`config.mk`:
```
export PLATFORM = sky130hd
export DESIGN_NAME = sfp_accum_seq
export DESIGN_NICKNAME = d
export VERILOG_FILES = /design/src/rtl/sfp_accum_seq_pkg.sv /design/src/rtl/sfp_lane.sv /design/src/rtl/sfp_accum_seq.sv
export SDC_FILE = /design/constraint.sdc
export NUM_CORES = 1
export LEC_CHECK = 0
export CAP_MARGIN = 20
export CELL_PAD_IN_SITES_DETAIL_PLACEMENT = 1
export CELL_PAD_IN_SITES_GLOBAL_PLACEMENT = 2
export CORE_UTILIZATION = 32
export DETAILED_ROUTE_END_ITERATION = 8
export MAX_ROUTING_LAYER = met4
export PLACE_DENSITY = 0.84
export SLEW_MARGIN = 5
export SYNTH_ARGS = -nofsm -noshare
export SYNTH_HDL_FRONTEND = slang
export SYNTH_SLANG_ARGS = --single-unit
```
`constraint.sdc`:
```
create_clock -name clk -period 4.5 [get_ports clk]
set_input_delay 0.675 -clock clk [delete_from_list [all_inputs] [get_ports clk]]
set_output_delay 0.675 -clock clk [all_outputs]
set_load 0.02 [all_outputs]
```
`src/rtl/sfp_accum_seq_pkg.sv`:
```
// Shared definitions for the accumulate/ReLU sequencer: FSM state encoding
// and the width rule for the saturating per-column adder.
package sfp_accum_seq_pkg;

  localparam logic [1:0] ST_IDLE = 2'd0;
  localparam logic [1:0] ST_ACC  = 2'd1;
  localparam logic [1:0] ST_RELU = 2'd2;
  localparam logic [1:0] ST_OUT  = 2'd3;

  // One guard bit is enough to detect overflow of a two-operand signed add.
  localparam int SAT_GUARD_BITS = 1;

  function automatic int sum_width(input int w);
    return w + SAT_GUARD_BITS;
  endfunction

endpackage

```
`src/rtl/sfp_lane.sv`:
```
// One column: saturating accumulator plus a registered threshold-ReLU result.
module sfp_lane
  import sfp_accum_seq_pkg::*;
#(
  parameter int psum_bw = 16
) (
  input  logic                      clk,
  input  logic                      reset,
  input  logic                      i_clear,
  input  logic                      i_acc_en,
  input  logic                      i_relu_ld,
  input  logic                      i_relu_en,
  input  logic signed [psum_bw-1:0] i_thres,
  input  logic signed [psum_bw-1:0] i_data,
  output logic signed [psum_bw-1:0] o_res
);

  localparam int SW = sum_width(psum_bw);
  localparam logic signed [SW-1:0] SUM_MAX = {{(SW-psum_bw+1){1'b0}}, {(psum_bw-1){1'b1}}};
  localparam logic signed [SW-1:0] SUM_MIN = {{(SW-psum_bw+1){1'b1}}, {(psum_bw-1){1'b0}}};

  logic signed [psum_bw-1:0] r_acc;
  logic signed [psum_bw-1:0] r_res;
  logic signed [SW-1:0]      w_sum;
  logic signed [psum_bw-1:0] w_sat;

  always_comb begin
    w_sum = $signed({{SAT_GUARD_BITS{r_acc[psum_bw-1]}}, r_acc})
          + $signed({{SAT_GUARD_BITS{i_data[psum_bw-1]}}, i_data});
    if (w_sum > SUM_MAX)
      w_sat = SUM_MAX[psum_bw-1:0];
    else if (w_sum < SUM_MIN)
      w_sat = SUM_MIN[psum_bw-1:0];
    else
      w_sat = w_sum[psum_bw-1:0];
  end

  always_ff @(posedge clk) begin
    if (reset) begin
      r_acc <= '0;
      r_res <= '0;
    end else begin
      if (i_clear)
        r_acc <= '0;
      else if (i_acc_en)
        r_acc <= w_sat;
      // Result register is only written in RELU so the output holds afterwards.
      if (i_relu_ld)
        r_res <= (i_relu_en && (r_acc < i_thres)) ? i_thres : r_acc;
    end
  end

  assign o_res = r_res;

endmodule

```
`src/rtl/sfp_accum_seq.sv`:
```
// Column-parallel accumulate/ReLU stage with its own sequencer, pulling
// partial sums from the OFIFO or the psum memory and returning a valid/ready result.
module sfp_accum_seq
  import sfp_accum_seq_pkg::*;
#(
  parameter int psum_bw = 16,
  parameter int col     = 8,
  parameter int len_bw  = 8
) (
  input  logic                      clk,
  input  logic                      reset,
  input  logic                      start,
  input  logic                      src_sel,
  input  logic [len_bw-1:0]         acc_len,
  input  logic                      relu_en,
  input  logic [psum_bw-1:0]        thres,
  input  logic [col*psum_bw-1:0]    fifo_data,
  input  logic                      fifo_valid,
  output logic                      fifo_rd,
  input  logic [col*psum_bw-1:0]    psum_data,
  input  logic                      psum_valid,
  output logic [col*psum_bw-1:0]    out_data,
  output logic                      out_valid,
  input  logic                      out_ready,
  output logic                      busy,
  output logic                      done
);

  logic [1:0]               r_state;
  logic [len_bw-1:0]        r_cnt;
  logic [len_bw-1:0]        r_len;
  logic                     r_src_sel;
  logic                     r_relu_en;
  logic [psum_bw-1:0]       r_thres;

  logic                     w_start_ok;
  logic                     w_beat;
  logic                     w_last;
  logic [len_bw:0]          w_cnt_inc;
  logic [col*psum_bw-1:0]   w_data;

  assign w_start_ok = (r_state == ST_IDLE) && start;
  assign w_beat     = (r_state == ST_ACC) && (r_src_sel ? psum_valid : fifo_valid);
  assign w_cnt_inc  = {1'b0, r_cnt} + {{len_bw{1'b0}}, 1'b1};
  assign w_last     = w_beat && (w_cnt_inc == {1'b0, r_len});
  assign w_data     = r_src_sel ? psum_data : fifo_data;

  assign fifo_rd   = (r_state == ST_ACC) && !r_src_sel && fifo_valid;
  assign out_valid = (r_state == ST_OUT);
  assign done      = out_valid && out_ready;
  assign busy      = (r_state != ST_IDLE);

  always_ff @(posedge clk) begin
    if (reset) begin
      r_state   <= ST_IDLE;
      r_cnt     <= '0;
      r_len     <= '0;
      r_src_sel <= 1'b0;
      r_relu_en <= 1'b0;
      r_thres   <= '0;
    end else begin
      case (r_state)
        ST_IDLE: begin
          if (start) begin
            r_src_sel <= src_sel;
            r_relu_en <= relu_en;
            r_thres   <= thres;
            // A zero length still performs one beat.
            r_len     <= (acc_len == '0) ? len_bw'(1) : acc_len;
            r_cnt     <= '0;
            r_state   <= ST_ACC;
          end
        end
        ST_ACC: begin
          if (w_beat) begin
            r_cnt <= w_cnt_inc[len_bw-1:0];
            if (w_last)
              r_state <= ST_RELU;
          end
        end
        ST_RELU: r_state <= ST_OUT;
        default: begin
          if (out_ready)
            r_state <= ST_IDLE;
        end
      endcase
    end
  end

  genvar gi;
  generate
    for (gi = 0; gi < col; gi++) begin : g_lane
      sfp_lane #(.psum_bw(psum_bw)) u_lane (
        .clk       (clk),
        .reset     (reset),
        .i_clear   (w_start_ok),
        .i_acc_en  (w_beat),
        .i_relu_ld (r_state == ST_RELU),
        .i_relu_en (r_relu_en),
        .i_thres   ($signed(r_thres)),
        .i_data    ($signed(w_data[psum_bw*(gi+1)-1 -: psum_bw])),
        .o_res     (out_data[psum_bw*(gi+1)-1 -: psum_bw])
      );
    end
  endgenerate

endmodule
```
Yosys cells after proc, flatten, opt, wreduce, memory -nomap -nowiden:

Cells that the tools add are included.

* bits in registers: 292

* $add $sub $neg: 9
* multiplexer cells: 35
* $lt $le $gt $ge: 24
* equal/unequal tests: 7
* reductions and logical operators: 24

Operators with widths (count)
* $mux W16: 24
* $add A16 B16 Y17: 8
* $gt A17 B16 Y1 const B: 8
* $lt A17 B16 Y1 const B: 8
* $lt A16 B16 Y1: 8
* $mux W128: 1
* $mux W8: 3
* $pmux W8 S2: 1
* $logic_and A1 B1 Y1: 14
* $add A8 B1 Y9 const B: 1
* $eq A9 B8 Y1: 1
* $logic_not A8 Y1: 1
* $mux W2: 4
* $ne A2 B2 Y1 const B: 3
* $pmux W2 S3: 1
* $eq A2 B2 Y1 const B: 2
* $reduce_and A4 Y1: 1
* $reduce_bool A2 Y1: 2
* $reduce_bool A4 Y1: 1
* $reduce_and A3 Y1: 1
* $eq A2 B1 Y1 const B: 1
* $logic_not A2 Y1: 1
* $reduce_and A2 Y1: 1
* $reduce_or A2 Y1: 1
* other kinds (2): 2

Logic depth before layout (Yosys ltp):

Gate-level depths: netlist (run 1).

* depth after elaboration: 6
* mapped depth: 17
* gate-level depth less buffers: 12

Modules after synthesis:

Synthesis (run 1) repeated with hierarchy kept, for this count alone.

* cell total of the unflattened synthesis: 3016
* area total of the unflattened synthesis: 24678.7 sq um

Modules (own cells, without submodules)
* sfp_lane at g_lane[0].u_lane ...: cells each 334, area an instance 2660.1 sq um, instances 6, seq. area each 640.6 sq um
* sfp_lane at g_lane[1].u_lane ...: cells each 320, area an instance 2687.6 sq um, instances 2, seq. area each 640.6 sq um
* sfp_accum_seq: cells each 372, area an instance 3343.2 sq um, instances 1, seq. area each 720.7 sq um

Least setup slack after synthesis (run 1):

OpenSTA, ideal clock, no wires.

* path type: reg-to-reg
* from: reg r_src_sel
* to: reg g_lane[4].u_lane.r_acc[10]
* stages on the path, launching flop included: 17
* slack: 0.450 ns
* required time: 4.374 ns
* setup time: 0.126 ns
* data arrival time: 3.924 ns
* buffers on the path: 4
* clock period less this slack: 4.050 ns
* cell sequence: dfxtp_1 > clkbuf_1 > clkbuf_1 > clkbuf_1 > mux2_2 > ha_1 > fa_1 > a211o_1 > a21oi_1 > o21ai_1 > a21bo_2 > a41o_1 > o41ai_4 > buf_2 > nor3_1 > a21oi_1 > o22ai_1

* longest elaborated chain between the ends: 5
* elaborated cells between the ends (all ways): 8
* classes of those cells: add/sub (1); order compare (2); mux (4); reduce/logical (1)

Ends and longest elaborated chain
* from (decl): line sfp_accum_seq.sv:32 `logic r_src_sel;`
* from (signal assigned): line sfp_accum_seq.sv:65 `r_src_sel <= src_sel;`
* $mux W128: line sfp_accum_seq.sv:46 `assign w_data = r_src_sel ? psum_data : fifo_data;`
* $add A16 B16 Y17: line sfp_lane.sv:29 `+ $signed({{SAT_GUARD_BITS{i_data[psum_bw-1]}}, i_data});`
* $lt A17 B16 Y1: line sfp_lane.sv:32 `else if (w_sum < SUM_MIN)`
* $mux W16: line sfp_lane.sv:32
* $mux W16: line sfp_lane.sv:30 `if (w_sum > SUM_MAX)`
* to (signal assigned): line sfp_lane.sv:46 `r_acc <= w_sat;`
* to (decl): line sfp_lane.sv:22 `logic signed [psum_bw-1:0] r_acc;`

Several ways; a longest one is shown, not always the timed one.
A chain may end at the register's enable or synchronous reset.

Worst setup path after layout (run 1):

* from: reg r_src_sel
* to: reg g_lane[1].u_lane.r_acc[2]

* longest elaborated chain between the ends: 5
* elaborated cells between the ends (all ways): 8
* classes of those cells: add/sub (1); order compare (2); mux (4); reduce/logical (1)

Ends and longest elaborated chain (line)
* $mux W128: sfp_accum_seq.sv:46
* $add A16 B16 Y17: sfp_lane.sv:29
* $lt A17 B16 Y1: sfp_lane.sv:32
* $mux W16: sfp_lane.sv:32
* $mux W16: sfp_lane.sv:30
* to (signal assigned): sfp_lane.sv:46
* to (decl): sfp_lane.sv:22

Several ways; a longest one is shown, not always the timed one.

==> flow_summary.json, run 1 <==
{
  "post_drt_wl_per_cell_um": 22.8,
  "synthArstFlopShare_pct": 0,
  "grt_setup_unrepaired": "false",
  "drc_errors": 0,
  "cts_tree": "yes",
  "grt_pass1_wl_um": 137000,
  "clock-sinks": 292,
  "power_w": 0.0161,
  "syn2layout_area_growth_pct": 28.7,
  "combPwrFrac_pct": 55.4,
  "sequentialPowerShare_pct": 24.0,
  "instances_no_fill": 4041,
  "period_needed_ns": 4.19,
  "vias": 22500,
  "p_leak_nw": 11.8,
  "fin_crit_sh_pct": 93.2,
  "synth.avg_cell_area_um2": 8.40,
  "dieArea_um2": 72400,
  "peakVddDrop_mv": 0.334,
  "synth_edf_count": 0,
  "fmaxAchievable_ghz": 0.238,
  "synth-seq-cells": 292,
  "worst-r2r-cell-count": 13,
  "relSlewSlack_pct": 27.9,
  "postCtsSetupRepairBufs": 0,
  "diodes": 0,
  "die_height_um": 269,
  "holdWs_ns": 0.483,
  "seqCellArea_um2": 5850,
  "hold_buffers": 0,
  "cts_resized": 0,
  "ys.flop_type": "dfxtp_1",
  "portBuffers": 419,
  "pwr-share-clk_pct": 20.6,
  "grt_max_degree": 165,
  "detail-route-antenna-nets": 0,
  "syn_inst": 2717,
  "syn_area_um2": 22800,
  "crit_type": "reg -> reg",
  "finalHoldViolations": 0,
  "htree_levels": 2,
  "max_cap_violations": 0,
  "post-dp-hpwl_um": 67600,
  "cp-startpoint": "r_src_sel$_SDFFE_PP0P_",
  "start_util_pct": 32.5,
  "synth_warnings": 0,
  "finalSetupViolations": 0,
  "cts_buffers": 40,
  "core_um2": 70300,
  "syn_nets": 3267,
  "dr.pass1.iters": 8,
  "antenna_found_initial": 4,
  "ys_seq_area_share_pct": 25.6,
  "hold_end": "r_len[7]$_SDFFE_PP0P_",
  "slew_violations": 0,
  "reg2reg_slack_ns": 0.31,
  "grt_pass1_vias": 23000,
  "cts-root-buf": "clkbuf_16",
  "dp_cells": 3965,
  "gp_congestion": 0.899,
  "clk_path_buf_depth": 3,
  "p_int_w": 0.00894,
  "rows": 97,
  "clock-skew-final_ns": 0.0167,
  "drive_gt1_share_pct": 9.67,
  "powerDensity_nw_per_um2": 549,
  "outcome": "finished clean",
  "multi_input_area_um2": 16000,
  "path_clk_slew_ns": 0.06,
  "required_ns": 4.90,
  "holdCritStartpoint": "r_len[7]$_SDFFE_PP0P_",
  "first_iter_violations": 1316,
  "worstSkewPairLatency_ns": 0.57,
  "cp_max_fo": 17,
  "grt_remaining_overflow": 0,
  "power.switching_w": 0.00717,
  "worstHoldPathCells": 2,
  "drt-total-wl_um": 92100,
  "fill_cells": 8144,
  "hp-class": "reg -> reg",
  "track_usage_pct": 25.5,
  "io_pins": 420,
  "worstReg2RegStart": "r_src_sel$_SDFFE_PP0P_",
  "setup_tns_ns": 0,
  "tightest_slew_ns": 1.08,
  "start_kind": "flip-flop",
  "r2r_end": "g_lane[1].u_lane.r_acc[2]$_SDFFE_PP0P_",
  "arrival_ns": 4.60,
  "swShare_pct": 44.5,
  "vias_per_cell": 5.56,
  "die_x_um": 269,
  "end_kind": "flip-flop",
  "layout.nets": 3621,
  "synth_cell_type_count": 77
}
[metal layers]
layer	share of wire, %	wire (µm)	track usage [%]
met1	45	41000	32.1
met2	46	42600	41.2
met3	6.3	5800	4.53
met4	2.9	2660	7.69
met5	0	0	-
[layout make-up]
cell class                      instances  share of cell area (%)
Clock buffer                           57                    4.04
Timing Repair Buffer                  486                    16.2
Multi-Input combinational cell       2189                    54.4
Tap cell                              940                    4.01
Clock inverter                         15                   0.567
Inverter                               62                   0.793
Sequential cell                       292                    19.9
[kinds of logic (layout without fill, tap and decap cells)]
family,count (synthesis),count (layout),share of synthesized area [%]
AO/OA/AOI/OAI,932,932,25.4
AND/OR/NAND/NOR,578,578,11.4
adder cells (fa/ha/maj),323,323,17.3
flip-flops,292,292,25.6
multiplexers,242,242,11.3
buffers and inverters,236,620,4.57
XOR/XNOR,114,114,4.38
[Yosys cell counts (23+ instances only)]
master	count	share of area, %
nand2b_1	26	0.71
maj3_1	61	2.7
o21ai_0	226	5.0
a21oi_1	330	7.2
ha_1	254	14
clkbuf_1	117	1.9
a21o_1	86	2.8
xor2_1	52	2.0
inv_1	61	1.0
nor2_1	237	3.9
dfxtp_1	292	26
nor3_1	40	0.88
mux2i_1	114	5.0
a31oi_1	23	0.63
nand2_1	134	2.2
nand3_1	50	1.1
a211oi_1	141	4.6
mux2_2	128	6.3
xnor2_1	62	2.4
[power by group through the flow]
stage | registers [W] | logic (W) | clock network, W
floorplan | 0.00410 | 0.00542 | 0
global placement | 0.00388 | 0.00848 | 0
detailed placement | 0.00391 | 0.00883 | 0
CTS | 0.00387 | 0.00889 | 0.00340
global route | 0.00394 | 0.00972 | 0.00350
finish | 0.00387 | 0.00892 | 0.00333
[registers in the layout (all words and copies together) (netlist names)]
register	flops
r_thres	16
r_state	2
r_src_sel	1
g_lane.u_lane.o_res	128
r_relu_en	1
r_len	8
r_cnt	8
g_lane.u_lane.r_acc	128
[critical path, cell delays in order (launching register included)]
cell and delay [ns]:
dfxtp_4 0.55, buf_4 0.31, mux2_2 0.39, ha_1 0.23, fa_1 0.43, a211oi_1 0.32, o21bai_1 0.13, a21oi_1 0.30
o21ai_1 0.18, o21ai_0 0.32, nand2b_1 0.16, a31o_2 0.39, maj3_1 0.24, a21oi_1 0.07
[metrics by stage]
step	cell area (µm²)	util, %	setup WS [ns]
4_1_cts	29300	41.7	0.189
5_1_grt	29300	41.8	0.0162
3_5_place_dp	28000	39.8	0.0373
2_1_floorplan	22800	-	0.450
3_3_place_gp	27900	39.8	0.193
6_report	29300	41.8	0.307
[worst max path at each step]
stage | to | slack (ns) | cells past startpoint
2_1_floorplan | g_lane[4].u_lane.r_acc[10]$_SDFFE_PP0P_ | 0.45 | 16
3_5_place_dp | g_lane[3].u_lane.r_acc[0]$_SDFFE_PP0P_ | 0.04 | 12
5_1_grt | g_lane[1].u_lane.r_acc[13]$_SDFFE_PP0P_ | 0.02 | 13
3_3_place_gp | g_lane[3].u_lane.r_acc[1]$_SDFFE_PP0P_ | 0.19 | 12
6_report | g_lane[1].u_lane.r_acc[2]$_SDFFE_PP0P_ | 0.31 | 13
4_1_cts | g_lane[7].u_lane.r_acc[14]$_SDFFE_PP0P_ | 0.19 | 12
[cells in the final DEF, fill, tap and decap left out, types with 9 or more instances in the layout]
cell type and instances:
xnor2_1 62, nand2b_1 24, nor3_1 40, nand4_1 21, a21o_1 86, ha_1 253
mux2_2 128, dfxtp_1 291, o21ai_0 226, mux2i_1 114, nand2_1 134, clkbuf_8 10
and2_1 9, buf_4 61, nand3_1 50, a211oi_1 141, a31oi_1 22, inv_1 61
clkbuf_16 41, or3_1 11, o21bai_1 20, o21a_1 10, nor2_1 236, nand3b_1 9
maj3_1 61, nor2b_1 11, and3_1 15, clkdlybuf4s50_1 418, o211ai_1 11, xor2_1 52
a21oi_1 330, a311o_1 11
Note: power is estimated with default switching activity, not from simulation.
==> run 2: changes to the inputs <==
Settings changed: CORE_UTILIZATION 32 to 29, PLACE_DENSITY 0.84 to 0.8.
Clock period 4.5 ns to 3.75 ns, I/O delays scaled along.
==> flow_summary.json, run 2 (same netlist as run 1, synthesis figures left out) <==
{
  "outcome": "finished clean",
  "period_needed_ns": 3.65,
  "start_kind": "flip-flop",
  "holdCritStartpoint": "r_len[7]$_SDFFE_PP0P_",
  "vias": 22800,
  "layout_commonest_cell": "clkdlybuf4s50_1",
  "htree_levels": 2,
  "worstSkewPairLatency_ns": 0.56,
  "setup_tns_ns": 0,
  "core_um2": 77600,
  "clk_path_buf_depth": 3,
  "critPathSlowestCell": "dfxtp_4",
  "worstReg2RegStart": "r_src_sel$_SDFFE_PP0P_",
  "crit_top_cell": "buf_12",
  "required_ns": 4.17,
  "p_int_w": 0.0111,
  "grt_pass1_wl_um": 143000,
  "crit_chain": "buf_12 > mux2_2 > ha_1 > buf_4 > fa_1 > a211oi_2 > o21bai_1 > a21oi_2 > or2_4 > a311oi_2 > o31ai_1 > a31o_2 > buf_12 > maj3_1 > a21oi_1",
  "cts_buffers": 40,
  "dp_slack_ns": -0.488,
  "die_height_um": 282,
  "final_util_pct": 39.1,
  "dieArea_um2": 79800,
  "die_x_um": 282,
  "cp-startpoint": "r_src_sel$_SDFFE_PP0P_",
  "rows": 102,
  "slew_violations": 0,
  "syn2layout_area_growth_pct": 33.1,
  "gp_congestion": 0.889,
  "swShare_pct": 44.3,
  "hold_buffers": 0,
  "layout_common_cells": "clkdlybuf4s50_1, a21oi_1, dfxtp_1",
  "p_leak_nw": 12.2,
  "cts_tree": "yes",
  "drive_gt1_share_pct": 12.4,
  "end_kind": "flip-flop",
  "post_drt_wl_per_cell_um": 23.0,
  "cts-root-buf": "clkbuf_16",
  "drc_errors": 0,
  "tightest_slew_ns": 1.10,
  "clock-skew-final_ns": 0.0166,
  "peakVddDrop_mv": 0.324,
  "dr.pass1.iters": 5,
  "cp_max_fo": 16,
  "start_util_pct": 29.4,
  "power.switching_w": 0.00883,
  "fin_crit_sh_pct": 97.3,
  "grt_max_degree": 166,
  "path_clk_slew_ns": 0.06,
  "io_pins": 420,
  "layout.nets": 3687,
  "portBuffers": 419,
  "diodes": 0,
  "fin_ws_ns": 0.102,
  "sequentialPowerShare_pct": 23.3,
  "slowest_delay_ns": 0.41,
  "holdWs_ns": 0.477,
  "max_cap_violations": 0,
  "finalSetupViolations": 0,
  "hp-class": "reg -> reg",
  "detail-route-antenna-nets": 0,
  "powerDensity_nw_per_um2": 657,
  "pwr-share-clk_pct": 20.1,
  "relSlewSlack_pct": 26.7,
  "post-dp-hpwl_um": 70400,
  "antenna_found_initial": 1,
  "combPwrFrac_pct": 56.7,
  "arrival_ns": 4.06,
  "grt_remaining_overflow": 0,
  "grt_pass1_vias": 23500,
  "drt-total-wl_um": 96900,
  "vias_per_cell": 5.42,
  "finalHoldViolations": 0,
  "first_iter_violations": 1097,
  "fmaxAchievable_ghz": 0.274,
  "crit_type": "reg -> reg",
  "track_usage_pct": 24.1,
  "clock-sinks": 292
}
## run 2: worst max-delay path: cells and delay by family, from the launching register on
kind	cells	cell delay, ns
adder cells (fa/ha/maj)	3	0.80
AND/OR/NAND/NOR	1	0.18
AO/OA/AOI/OAI	7	1.25
flip-flops	1	0.41
multiplexers	1	0.37
buffers and inverters	3	0.48
## run 2: layout make-up
| type | instances | area, µm² |
|---|---|---|
| Timing Repair Buffer | 552 | 5460 |
| Clock buffer | 58 | 1200 |
| Multi-Input combinational cell | 2189 | 16200 |
| Tap cell | 1040 | 1300 |
| Sequential cell | 292 | 5850 |
| Inverter | 62 | 236 |
| Fill cell | 9072 | 47200 |
| Clock inverter | 14 | 149 |
## run 2: power groups by stage
stage,Combinational (W),Sequential (W),Clock [W]
final,0.0113,0.00464,0.00400
after global routing,0.0123,0.00473,0.00420
after CTS,0.0112,0.00464,0.00408
after detailed placement,0.0111,0.00469,0
after global placement,0.0106,0.00467,0
after floorplan,0.00651,0.00492,0
## run 2: timing repair
action,4_1_cts,5_1_grt
buffers inserted,1,3
endpoints found under the setup margin,46,106
cloned,0,2
resized for setup,5,33
pin swaps,1,8
## run 2: worst paths after layout
| kind | to | slack, ns | depth (start not counted) |
|---|---|---|---|
| setup / recovery | g_lane[3].u_lane.r_acc[11]$_SDFFE_PP0P_ | 0.10 | 15 |
| hold / removal | r_len[7]$_SDFFE_PP0P_ | 0.48 | 2 |
| setup reg to reg | g_lane[3].u_lane.r_acc[11]$_SDFFE_PP0P_ | 0.10 | 15 |
| hold reg to reg | r_len[7]$_SDFFE_PP0P_ | 0.48 | 2 |
## run 2: metal layers
metal	wire, µm	global-route usage [%]
met1	43700	30.9
met3	5400	3.54
met5	0	-
met4	2530	6.60
met2	45300	39.3
## run 2: through the flow
stage / cell area (µm²) / power [W] / cells
3_3_place_gp: 28700 / 0.0153 / 4128
4_1_cts: 30100 / 0.0199 / 4201
5_1_grt: 30400 / 0.0212 / 4207
2_1_floorplan: 22800 / 0.0114 / 2717
3_5_place_dp: 28700 / 0.0157 / 4128
6_report: 30400 / 0.0199 / 4207
==> run 3: changes to the inputs <==
Settings changed: CTS_CLUSTER_SIZE set to 24.
==> results of run 3 <==
No change in the layout: final DEF, timing and power equal those of run 2.
